### src/rtl/pong_arena.sv
`default_nettype none
// +----------------------------------------------------------------------------+
// | Module : pong_arena                                                        |
// | Brief  : Two-player pong game state (ball, paddles, scores) with a         |
// |          registered per-pixel video bit for a raster scan.                 |
// | Rev    : 1.0  initial release                                              |
// +----------------------------------------------------------------------------+
module pong_arena #(
    parameter int SCREEN_W      = 640,
    parameter int SCREEN_H      = 480,
    parameter int PADDLE_H      = 40,
    parameter int PADDLE_W      = 4,
    parameter int PADDLE_MARGIN = 8,
    parameter int BALL_SIZE     = 4,
    parameter int BALL_SPEED    = 2,
    parameter int PADDLE_SPEED  = 3,
    parameter int WIN_SCORE     = 9,
    parameter int SERVE_FRAMES  = 60
) (
    input  logic       clk,
    input  logic       rst,
    input  logic       frame_tick,
    input  logic [1:0] btn_up,
    input  logic [1:0] btn_down,
    input  logic       ai_en,
    input  logic [9:0] x,
    input  logic [8:0] y,
    output logic       pixel,
    output logic [3:0] score0,
    output logic [3:0] score1,
    output logic       game_over,
    output logic       winner
);

    localparam int CW = $clog2(SERVE_FRAMES + 1);

    localparam logic [9:0]  c_SW        = 10'(SCREEN_W);
    localparam logic [9:0]  c_SH        = 10'(SCREEN_H);
    localparam logic [9:0]  c_BX0       = 10'((SCREEN_W - BALL_SIZE) / 2);
    localparam logic [8:0]  c_BY0       = 9'((SCREEN_H - BALL_SIZE) / 2);
    localparam logic [8:0]  c_PAD0      = 9'((SCREEN_H - PADDLE_H) / 2);
    localparam logic [8:0]  c_PMAX      = 9'(SCREEN_H - PADDLE_H);
    localparam logic [8:0]  c_PS        = 9'(PADDLE_SPEED);
    localparam logic [9:0]  c_PS10      = 10'(PADDLE_SPEED);
    localparam logic [9:0]  c_PH        = 10'(PADDLE_H);
    localparam logic [9:0]  c_PH_HALF   = 10'(PADDLE_H / 2);
    localparam logic [9:0]  c_BS        = 10'(BALL_SIZE);
    localparam logic [9:0]  c_BS_HALF   = 10'(BALL_SIZE / 2);
    localparam logic [8:0]  c_YMAX      = 9'(SCREEN_H - BALL_SIZE);
    localparam logic [9:0]  c_XMAX      = 10'(SCREEN_W - BALL_SIZE);
    localparam logic [9:0]  c_LHIT      = 10'(PADDLE_MARGIN + PADDLE_W);
    localparam logic [9:0]  c_RHIT      = 10'(SCREEN_W - PADDLE_MARGIN - PADDLE_W - BALL_SIZE);
    localparam logic [9:0]  c_P0X       = 10'(PADDLE_MARGIN);
    localparam logic [9:0]  c_P0X_END   = 10'(PADDLE_MARGIN + PADDLE_W);
    localparam logic [9:0]  c_P1X       = 10'(SCREEN_W - PADDLE_MARGIN - PADDLE_W);
    localparam logic [9:0]  c_P1X_END   = 10'(SCREEN_W - PADDLE_MARGIN);
    localparam logic [9:0]  c_NET0      = 10'(SCREEN_W / 2 - 1);
    localparam logic [9:0]  c_NET1      = 10'(SCREEN_W / 2);
    localparam logic [3:0]  c_WIN       = 4'(WIN_SCORE);
    localparam logic [CW-1:0] c_SERVE_LAST = CW'(SERVE_FRAMES - 1);

    localparam logic signed [10:0] c_BSX    = 11'(BALL_SPEED);
    localparam logic signed [9:0]  c_BSY    = 10'(BALL_SPEED);
    localparam logic signed [10:0] c_LHIT_S = 11'(PADDLE_MARGIN + PADDLE_W);
    localparam logic signed [10:0] c_RHIT_S = 11'(SCREEN_W - PADDLE_MARGIN - PADDLE_W - BALL_SIZE);
    localparam logic signed [10:0] c_XMAX_S = 11'(SCREEN_W - BALL_SIZE);
    localparam logic signed [9:0]  c_YMAX_S = 10'(SCREEN_H - BALL_SIZE);

    typedef enum logic [1:0] {
        ST_SERVE = 2'd0,
        ST_PLAY  = 2'd1,
        ST_POINT = 2'd2,
        ST_OVER  = 2'd3
    } state_t;

    state_t        r_state,  w_state_nx;
    logic [CW-1:0] r_cnt,    w_cnt_nx;
    logic [9:0]    r_ball_x, w_ball_x_nx;
    logic [8:0]    r_ball_y, w_ball_y_nx;
    logic          r_dx,     w_dx_nx;      // 1 = moving right
    logic          r_dy,     w_dy_nx;      // 1 = moving down
    logic [8:0]    r_pad0_y, w_pad0_nx;
    logic [8:0]    r_pad1_y, w_pad1_nx;
    logic [3:0]    r_score0, w_score0_nx;
    logic [3:0]    r_score1, w_score1_nx;
    logic          r_game_over, w_go_nx;
    logic          r_winner, w_winner_nx;
    logic          r_scorer, w_scorer_nx;
    logic          r_pixel;

    logic signed [10:0] w_nx;
    logic signed [9:0]  w_ny;
    logic [9:0]  w_pc, w_bc;
    logic        w_ai_up, w_ai_dn, w_up1, w_dn1;
    logic [8:0]  w_pad0_mv, w_pad1_mv;
    logic        w_ovl0, w_ovl1, w_hit0, w_hit1;
    logic [3:0]  w_inc;
    logic        w_pix;

    function automatic logic [8:0] f_pad(input logic [8:0] py, input logic up, input logic dn);
        if (up && !dn)
            return (py < c_PS) ? 9'd0 : py - c_PS;
        if (dn && !up)
            return (py > c_PMAX - c_PS) ? c_PMAX : py + c_PS;
        return py;
    endfunction

    assign w_nx = r_dx ? $signed({1'b0, r_ball_x}) + c_BSX : $signed({1'b0, r_ball_x}) - c_BSX;
    assign w_ny = r_dy ? $signed({1'b0, r_ball_y}) + c_BSY : $signed({1'b0, r_ball_y}) - c_BSY;

    // The computer player chases the ball centre with a dead band of one step
    assign w_pc    = {1'b0, r_pad1_y} + c_PH_HALF;
    assign w_bc    = {1'b0, r_ball_y} + c_BS_HALF;
    assign w_ai_up = w_pc > w_bc + c_PS10;
    assign w_ai_dn = w_bc > w_pc + c_PS10;
    assign w_up1   = ai_en ? w_ai_up : btn_up[1];
    assign w_dn1   = ai_en ? w_ai_dn : btn_down[1];

    assign w_pad0_mv = f_pad(r_pad0_y, btn_up[0], btn_down[0]);
    assign w_pad1_mv = f_pad(r_pad1_y, w_up1, w_dn1);

    assign w_ovl0 = ({1'b0, r_ball_y} + c_BS > {1'b0, r_pad0_y}) &&
                    ({1'b0, r_ball_y} < {1'b0, r_pad0_y} + c_PH);
    assign w_ovl1 = ({1'b0, r_ball_y} + c_BS > {1'b0, r_pad1_y}) &&
                    ({1'b0, r_ball_y} < {1'b0, r_pad1_y} + c_PH);
    assign w_hit0 = !r_dx && (w_nx <= c_LHIT_S) && w_ovl0;
    assign w_hit1 =  r_dx && (w_nx >= c_RHIT_S) && w_ovl1;

    assign w_inc = (r_scorer ? r_score1 : r_score0) + 4'd1;

    always_comb begin
        w_state_nx  = r_state;
        w_cnt_nx    = r_cnt;
        w_ball_x_nx = r_ball_x;
        w_ball_y_nx = r_ball_y;
        w_dx_nx     = r_dx;
        w_dy_nx     = r_dy;
        w_pad0_nx   = r_pad0_y;
        w_pad1_nx   = r_pad1_y;
        w_score0_nx = r_score0;
        w_score1_nx = r_score1;
        w_go_nx     = r_game_over;
        w_winner_nx = r_winner;
        w_scorer_nx = r_scorer;
        case (r_state)
            ST_SERVE: begin
                w_pad0_nx   = w_pad0_mv;
                w_pad1_nx   = w_pad1_mv;
                w_ball_x_nx = c_BX0;
                w_ball_y_nx = c_BY0;
                if (r_cnt == c_SERVE_LAST) begin
                    w_state_nx = ST_PLAY;
                    w_cnt_nx   = '0;
                end else begin
                    w_cnt_nx = r_cnt + CW'(1);
                end
            end
            ST_PLAY: begin
                w_pad0_nx = w_pad0_mv;
                w_pad1_nx = w_pad1_mv;
                if (w_ny < 10'sd0) begin
                    w_ball_y_nx = '0;
                    w_dy_nx     = 1'b1;
                end else if (w_ny > c_YMAX_S) begin
                    w_ball_y_nx = c_YMAX;
                    w_dy_nx     = 1'b0;
                end else begin
                    w_ball_y_nx = w_ny[8:0];
                end
                if (w_hit0) begin
                    w_ball_x_nx = c_LHIT;
                    w_dx_nx     = 1'b1;
                end else if (w_hit1) begin
                    w_ball_x_nx = c_RHIT;
                    w_dx_nx     = 1'b0;
                end else if (!r_dx && (w_nx <= 11'sd0)) begin
                    w_ball_x_nx = '0;
                    w_scorer_nx = 1'b1;
                    w_state_nx  = ST_POINT;
                end else if (r_dx && (w_nx >= c_XMAX_S)) begin
                    w_ball_x_nx = c_XMAX;
                    w_scorer_nx = 1'b0;
                    w_state_nx  = ST_POINT;
                end else begin
                    w_ball_x_nx = w_nx[9:0];
                end
            end
            ST_POINT: begin
                if (r_scorer) w_score1_nx = w_inc;
                else          w_score0_nx = w_inc;
                if (w_inc == c_WIN) begin
                    w_state_nx  = ST_OVER;
                    w_go_nx     = 1'b1;
                    w_winner_nx = r_scorer;
                end else begin
                    // Serve toward the player who just scored
                    w_state_nx  = ST_SERVE;
                    w_cnt_nx    = '0;
                    w_ball_x_nx = c_BX0;
                    w_ball_y_nx = c_BY0;
                    w_dx_nx     = r_scorer;
                end
            end
            default: begin
                if ((|btn_up) || (|btn_down)) begin
                    w_state_nx  = ST_SERVE;
                    w_cnt_nx    = '0;
                    w_score0_nx = '0;
                    w_score1_nx = '0;
                    w_go_nx     = 1'b0;
                    w_ball_x_nx = c_BX0;
                    w_ball_y_nx = c_BY0;
                end
            end
        endcase
    end

    always_ff @(posedge clk) begin
        if (rst) begin
            r_state     <= ST_SERVE;
            r_cnt       <= '0;
            r_ball_x    <= c_BX0;
            r_ball_y    <= c_BY0;
            r_dx        <= 1'b1;
            r_dy        <= 1'b1;
            r_pad0_y    <= c_PAD0;
            r_pad1_y    <= c_PAD0;
            r_score0    <= '0;
            r_score1    <= '0;
            r_game_over <= 1'b0;
            r_winner    <= 1'b0;
            r_scorer    <= 1'b0;
        end else if (frame_tick) begin
            r_state     <= w_state_nx;
            r_cnt       <= w_cnt_nx;
            r_ball_x    <= w_ball_x_nx;
            r_ball_y    <= w_ball_y_nx;
            r_dx        <= w_dx_nx;
            r_dy        <= w_dy_nx;
            r_pad0_y    <= w_pad0_nx;
            r_pad1_y    <= w_pad1_nx;
            r_score0    <= w_score0_nx;
            r_score1    <= w_score1_nx;
            r_game_over <= w_go_nx;
            r_winner    <= w_winner_nx;
            r_scorer    <= w_scorer_nx;
        end
    end

    always_comb begin
        w_pix = 1'b0;
        if (x < c_SW && {1'b0, y} < c_SH) begin
            if (x >= c_P0X && x < c_P0X_END &&
                {1'b0, y} >= {1'b0, r_pad0_y} && {1'b0, y} < {1'b0, r_pad0_y} + c_PH)
                w_pix = 1'b1;
            if (x >= c_P1X && x < c_P1X_END &&
                {1'b0, y} >= {1'b0, r_pad1_y} && {1'b0, y} < {1'b0, r_pad1_y} + c_PH)
                w_pix = 1'b1;
            if (r_state != ST_OVER && x >= r_ball_x && x < r_ball_x + c_BS &&
                {1'b0, y} >= {1'b0, r_ball_y} && {1'b0, y} < {1'b0, r_ball_y} + c_BS)
                w_pix = 1'b1;
            if ((x == c_NET0 || x == c_NET1) && !y[3])
                w_pix = 1'b1;
        end
    end

    always_ff @(posedge clk) begin
        if (rst) r_pixel <= 1'b0;
        else     r_pixel <= w_pix;
    end

    assign pixel     = r_pixel;
    assign score0    = r_score0;
    assign score1    = r_score1;
    assign game_over = r_game_over;
    assign winner    = r_winner;

endmodule
`default_nettype wire

### config.mk
export PLATFORM = sky130hd
export DESIGN_NAME = pong_arena
export DESIGN_NICKNAME = d
export VERILOG_FILES = /design/src/rtl/pong_arena.sv
export SDC_FILE = /design/constraint.sdc
export NUM_CORES = 1
export LEC_CHECK = 0
export CAP_MARGIN = 10
export CORE_MARGIN = 4
export CORE_UTILIZATION = 60
export CTS_CLUSTER_SIZE = 16
export DETAILED_ROUTE_END_ITERATION = 16
export PLACE_DENSITY = 0.88
export SYNTH_ARGS = -nofsm -noshare
export SYNTH_HDL_FRONTEND = slang
export SYNTH_SLANG_ARGS = --single-unit
### constraint.sdc
create_clock -name clk -period 8.59 [get_ports clk]
set_input_delay 1.718 -clock clk [delete_from_list [all_inputs] [get_ports clk]]
set_output_delay 1.718 -clock clk [all_outputs]
set_load 0.005 [all_outputs]
==> run_results.csv, run 1 <==
group,metric,value,unit
synthesis,synth_top_area_frac,0.2502,
grt,antenna_found_initial,1,
pwr,power_frac_seq,0.227,
synthesis,synthCells,984,
min_path,min_path_type,"register to register",
sta,worst_pin_slew,0.9265,ns
pwr,ir_drop,0.1127,mV
sta,whs,0.4775,ns
pwr,p_sw_frac,0.4400,
grt,grt_max_degree,35,
pwr,combPwrFrac,0.518,
grt,first_global_vias,7184,
final_layout,area_delta_synth_final,9.728,%
synthesis,synth.area.top_cells,"ha_1 (25%), dfxtp_1 (15%), xnor2_1 (5.4%), a21oi_1 (4.9%), nor2_1 (4.4%)",
grt,grt.busiest_layer,"met2",
sta,skew,0.01250,ns
detailed_routing,drc_errors,0,
sta,max_freq,203.2,MHz
clock_tree,clockBufferDepth,2,
synthesis,syn_area,7601,um^2
detailed_routing,postRouteAntennaNets,0,
synthesis,postSynthAreaPerCell,7.725,um^2
die,start_util,0.6224,
clock_tree,cts_sinks,57,
setup_path,critPathCaptureType,"register",
min_path,holdPathStages,2,
pwr,powerDensity,175.6,nW/um^2
synthesis,synth_edf_count,0,
sta,final-setup-viol-count,0,
synthesis,ys_ff_latch,57,
placed_design,hpwl,16630,um
setup_path,r2r-start,"r_ball_y[1]",
die,fp.dieH,120.6,um
clock_tree,cts_setup_buffers,0,
grt,grtUsageMet3,0.06595,
clock_tree,cts_hold_buf,0,
synthesis,synth_flop_cell,"dfxtp_1",
sta,fin_crit,4.920,ns
die,die_w,120.6,um
synthesis,ys_top_cells_by_count,"ha_1 (152), nor2_1 (90), a21oi_1 (75)",
grt,met1_usage,0.3985,
synthesis,yosys_warnings,0,
pwr,switchingPower,644.5,uW
clock_tree,h-tree-depth,3,
grt,grtUsageTotal,0.3011,
sta,slew_violations,0,
clock_tree,cts_tree,"built",
synthesis,syn-num-nets,1165,
setup_path,r2r-end,"r_pad1_y[7]",
setup_path,ff2ff_path_depth,23,
synthesis,synthArstFlopShare,0,
clock_tree,cts-buffers-inserted,9,
die,fp-row-count,40,
clock_tree,cts_resized,0,
setup_path,critPathMaxFanout,11,
sta,fin_crit_sh,0.5728,
synthesis,yosys.area.top_type,"ha_1",
sta,setup_slack,3.670,ns
detailed_routing,wirelength,21890,um
clock_tree,ctsRootBufferMaster,"clkbuf_16",
pwr,p_int,820.1,uW
setup_path,cp_data_arrival_time,5.20,ns
grt,gr-total-overflow,0,
final_layout,finalNetCount,1178,
setup_path,regToRegSetupSlack,3.67,ns
synthesis,yosysMostFrequentCell,"ha_1",
detailed_routing,routed_via_density,6.560,
pwr,pwr-share-clk,0.255,
detailed_routing,wl_per_cell,18.71,um
job,drv_cap,0,
setup_path,cp.required,8.87,ns
pwr,power.leakage,3.641,nW
run_status,outcome,"complete, no violations",
die,die-area,14530,um^2
final_layout,antennaDiodeCount,0,
detailed_routing,vias,7675,
die,fp.coreArea,12210,um^2
detailed_routing,drtIter0Drc,705,
final_layout,drive_gt1_frac,0.03693,
grt,grt_use_met2,0.4513,
clock_tree,clkTransAtPathRegs,0.06,ns
synthesis,yosys.cell_types.count,79,
sta,setup_tns,0,ns
setup_path,crit_start,"r_ball_y[1]",
setup_path,startpoint_type,"register",
sta,rsz0062_at_grt,"false",
sta,hold_viol,0,
synthesis,ys_seq_area_frac,0.1501,
placed_design,globalplace.congestion,1.029,
detailed_routing,dr.pass1.iters,5,
grt,grt_pass1_wl,35540,um
placed_design,pre_cts_ws,3.788,ns
setup_path,endpoint,"r_pad1_y[7]",
setup_path,critPathKind,"register to register",
clock_tree,clk-insertion-delay-late,0.35,ns
sta,slew_headroom,0.3767,
die,io_pins,38,
placed_design,port_buffers,37,
[per-layer routing]
layer | part of all wire | up-vias
met5 | 0.00059 | -
li1 | - | 3640
met1 | 0.43 | 3535
met3 | 0.095 | 85
met2 | 0.43 | 413
met4 | 0.047 | 2
[power by group through the flow]
| stage | Clock (mW) | Sequential [mW] | Combinational, mW |
|---|---|---|---|
| final | 0.374 | 0.332 | 0.759 |
| after global routing | 0.388 | 0.336 | 0.843 |
| after CTS | 0.374 | 0.330 | 0.738 |
| after detailed placement | 0 | 0.334 | 0.727 |
| after global placement | 0 | 0.335 | 0.711 |
| after floorplan | 0 | 0.302 | 0.575 |
[critical path, cell delays in order (launching register included)]
cell,delay (ns)
dfxtp_1,0.59
ha_1,0.28
nand3_1,0.19
xnor2_1,0.45
nand3_1,0.20
nor2_1,0.16
nand2_1,0.08
xor2_1,0.16
ha_1,0.31
nand4_1,0.13
nor2_1,0.07
a21oi_1,0.14
o211a_1,0.16
a31oi_1,0.04
mux2_2,0.32
inv_1,0.06
ha_1,0.15
nor2b_1,0.45
and4_1,0.31
nor2b_1,0.19
a31oi_1,0.06
o21ai_0,0.16
nand2_1,0.07
nand3_1,0.11
[state kept, by name, summed over array words and instances (netlist names), 2 cells and up]
name	flops
score0	4
r_cnt	6
r_pad1_y	9
score1	4
r_pad0_y	9
r_ball_x	9
r_ball_y	8
r_state	2
[cells in the final DEF (no fill, tap or decap), types with 8 or more instances in the layout]
cell,count
ha_1,152
nor2_1,90
a21oi_1,75
o21ai_0,67
inv_1,65
nand2_1,65
dfxtp_1,57
xnor2_1,47
clkdlybuf4s50_1,37
nand3_1,33
nand4_1,18
nor2b_1,17
xor2_1,16
mux2i_1,16
nor3_1,15
a31oi_1,14
o21a_1,13
o211ai_1,13
a21o_1,12
nand2b_1,12
o22ai_1,10
o31ai_1,10
nor4_1,9
a211oi_1,9
clkbuf_16,9
or3_1,8
[cell families after synthesis]
logic type | after synthesis | share of synthesized area
AND/OR/NAND/NOR | 303 | 0.2000
AO/OA/AOI/OAI | 287 | 0.2453
adder cells (fa/ha/maj) | 154 | 0.2555
buffers and inverters | 102 | 0.05251
XOR/XNOR | 63 | 0.07259
flip-flops | 57 | 0.1501
multiplexers | 18 | 0.02403
[metrics by stage]
step           cells  utilization  cell area [um^2]  power, mW
2_1_floorplan    984            -              7601     0.8769
3_3_place_gp    1154       0.6582              8038      1.046
3_5_place_dp    1154       0.6582              8038      1.061
4_1_cts         1170       0.6830              8341      1.442
5_1_grt         1170       0.6830              8341      1.566
6_report        1170       0.6830              8341      1.465
[worst min path at each step]
stage	start	end	slack, ns
floorplan	r_ball_x[9]	r_ball_x[9]	0.45
global placement	game_over	game_over	0.46
detailed placement	game_over	game_over	0.47
CTS	game_over	game_over	0.48
global route	game_over	game_over	0.51
finish	game_over	game_over	0.48
[area by class of cell]
| cell class | count | area (um^2) |
|---|---|---|
| multi-input cells | 825 | 6061 |
| well taps | 168 | 210.2 |
| inverters | 66 | 247.7 |
| clock buffers | 9 | 225.2 |
| fillers | 1022 | 3871 |
| flip-flops and latches | 57 | 1141 |
| repair buffers | 38 | 377.9 |
| clock inverters | 7 | 77.57 |
Power figures use the tool's default switching activity.
==> run 2, diff against run 1 <==
==> constraint.sdc (replaced) <==
create_clock -name clk -period 5 [get_ports clk]
set_input_delay 1 -clock clk [delete_from_list [all_inputs] [get_ports clk]]
set_output_delay 1 -clock clk [all_outputs]
set_load 0.005 [all_outputs]
==> run_results.csv, run 2 (synthesis gave the netlist of run 1 again) <==
group,metric,value,unit
run_status,outcome,"complete, no violations",
sta,max_freq,212.3,MHz
final_layout,drive_gt1_frac,0.05237,
sta,worst_pin_slew,0.7924,ns
sta,whs,0.4810,ns
sta,fin_crit_sh,0.9420,
pwr,ir_drop,0.1946,mV
die,fp-row-count,40,
die,die_w,120.6,um
final_layout,layout_commonest_cell,"ha_1",
setup_path,startpoint_type,"register",
sta,hold_viol,0,
clock_tree,cts_sinks,57,
pwr,p_int,1.433,mW
detailed_routing,wirelength,22220,um
die,fp.coreArea,12210,um^2
setup_path,r2r-start,"r_ball_y[1]",
die,fp.dieH,120.6,um
setup_path,regToRegSetupSlack,0.29,ns
sta,slew_headroom,0.4668,
pwr,switchingPower,1.122,mW
final_layout,antennaDiodeCount,0,
setup_path,cp.required,5.19,ns
final_layout,design_area,8429,um^2
pwr,total_power,2.555,mW
detailed_routing,postRouteAntennaNets,0,
sta,fin_crit,4.710,ns
clock_tree,ctsRootBufferMaster,"clkbuf_16",
pwr,p_sw_frac,0.4391,
final_layout,reg.largest.list,"r_ball_x x9, r_pad0_y x9, r_pad1_y x9",
setup_path,crit_start,"r_ball_y[1]",
sta,final-setup-viol-count,0,
clock_tree,clk-insertion-delay-late,0.35,ns
sta,slew_violations,0,
grt,first_global_vias,7435,
pwr,power.leakage,3.711,nW
pwr,pwr-share-clk,0.240,
die,start_util,0.6224,
setup_path,r2r-end,"r_pad1_y[4]",
final_layout,fin_util,0.6903,
placed_design,place_area,8113,um^2
detailed_routing,drc_errors,0,
setup_path,critPathCaptureType,"register",
grt,grt_max_degree,35,
clock_tree,h-tree-depth,3,
grt,gr-total-overflow,0,
die,io_pins,38,
sta,skew,0.006862,ns
clock_tree,cts-buffers-inserted,9,
pwr,power_frac_seq,0.205,
min_path,min_path_type,"register to register",
detailed_routing,routed_via_density,6.552,
pwr,combPwrFrac,0.555,
setup_path,ff2ff_path_depth,20,
detailed_routing,wl_per_cell,18.83,um
setup_path,critPathMaxFanout,11,
sta,setup_tns,0,ns
clock_tree,cts_tree,"built",
setup_path,critPathKind,"register to register",
setup_path,endpoint,"r_pad1_y[4]",
sta,rsz0062_at_grt,"false",
pwr,powerDensity,303.1,nW/um^2
detailed_routing,drtIter0Drc,784,
detailed_routing,vias,7731,
grt,grt_pass1_wl,36420,um
clock_tree,clockBufferDepth,2,
placed_design,port_buffers,37,
final_layout,finalNetCount,1189,
job,drv_cap,0,
final_layout,mostFrequentLayoutCells,"ha_1 (152), nor2_1 (90), a21oi_1 (74)",
setup_path,cp_data_arrival_time,4.90,ns
grt,grtUsageTotal,0.3096,
die,die-area,14530,um^2
grt,antenna_found_initial,0,
clock_tree,clkTransAtPathRegs,0.06,ns
final_layout,area_delta_synth_final,10.90,%
placed_design,globalplace.congestion,1.000,
placed_design,hpwl,16850,um
detailed_routing,dr.pass1.iters,5,
-- run 2: cell types whose count changed in the layout (fill, tap and decap cells not counted), sizes merged --
cell | previous run | this run
clkinvlp | 4 | 0
buf | 1 | 12
clkinv | 1 | 5
inv | 67 | 66
-- run 2: layout make-up --
cell class / instances / area, um^2
clock inverters: 6 / 58.81
fillers: 1009 / 3782
clock buffers: 9 / 225.2
inverters: 66 / 247.7
well taps: 168 / 210.2
multi-input cells: 825 / 6085
flip-flops and latches: 57 / 1142
repair buffers: 49 / 460.4
-- run 2: power groups by stage --
stage                     clock (mW)  combinational [mW]  sequential (mW)
after global placement             0                1.29            0.530
after global routing           0.635                1.55            0.528
final                          0.613                1.42            0.524
after CTS                      0.616                1.36            0.521
after detailed placement           0                1.34            0.530
after floorplan                    0               0.987            0.519
-- run 2: how the worst min path moves through the flow --
stage | end | start | cells past startpoint | slack, ns
floorplan | r_ball_x[9] | r_ball_x[9] | 2 | 0.45
global placement | game_over | game_over | 2 | 0.47
detailed placement | game_over | game_over | 2 | 0.47
CTS | game_over | game_over | 2 | 0.48
global route | game_over | game_over | 2 | 0.50
finish | game_over | game_over | 2 | 0.48
-- run 2: per-stage QoR --
step / cells / setup WS [ns]
final: 1180 / 0.2899
after global routing: 1180 / 0.04674
after CTS: 1179 / 0.3294
after detailed placement: 1164 / 0.3519
after global placement: 1164 / 0.6094
after floorplan: 984 / 0.6980
-- run 2: layer usage --
layer  up-vias  global-route usage  share of wire
met2       372              0.4876           0.44
met4         0              0.1572          0.045
met1      3594              0.3958           0.42
li1       3673                   -              -
met5         -                   0              0
met3        92             0.07063          0.094
-- run 2: critical path: stages, from the launching register on --
cell and delay, ns:
dfxtp_1 0.57, ha_1 0.29, xor2_1 0.43, and3_1 0.25, nand3_1 0.12, nor2_1 0.11
nand2_1 0.07, xor2_1 0.16, ha_1 0.31, nand4_1 0.12, nor2_1 0.17, a21oi_1 0.09
o211a_1 0.13, a31oi_1 0.14, mux2_2 0.19, inv_1 0.04, ha_1 0.28, nor2_1 0.62
nand2_1 0.18, o22ai_1 0.18, nand2_1 0.09
-- run 2: what timing repair did --
action,CTS,global route
setup endpoints to repair,0,4
gates resized for setup,0,6
hold buffers,0,0
buffers inserted,0,1
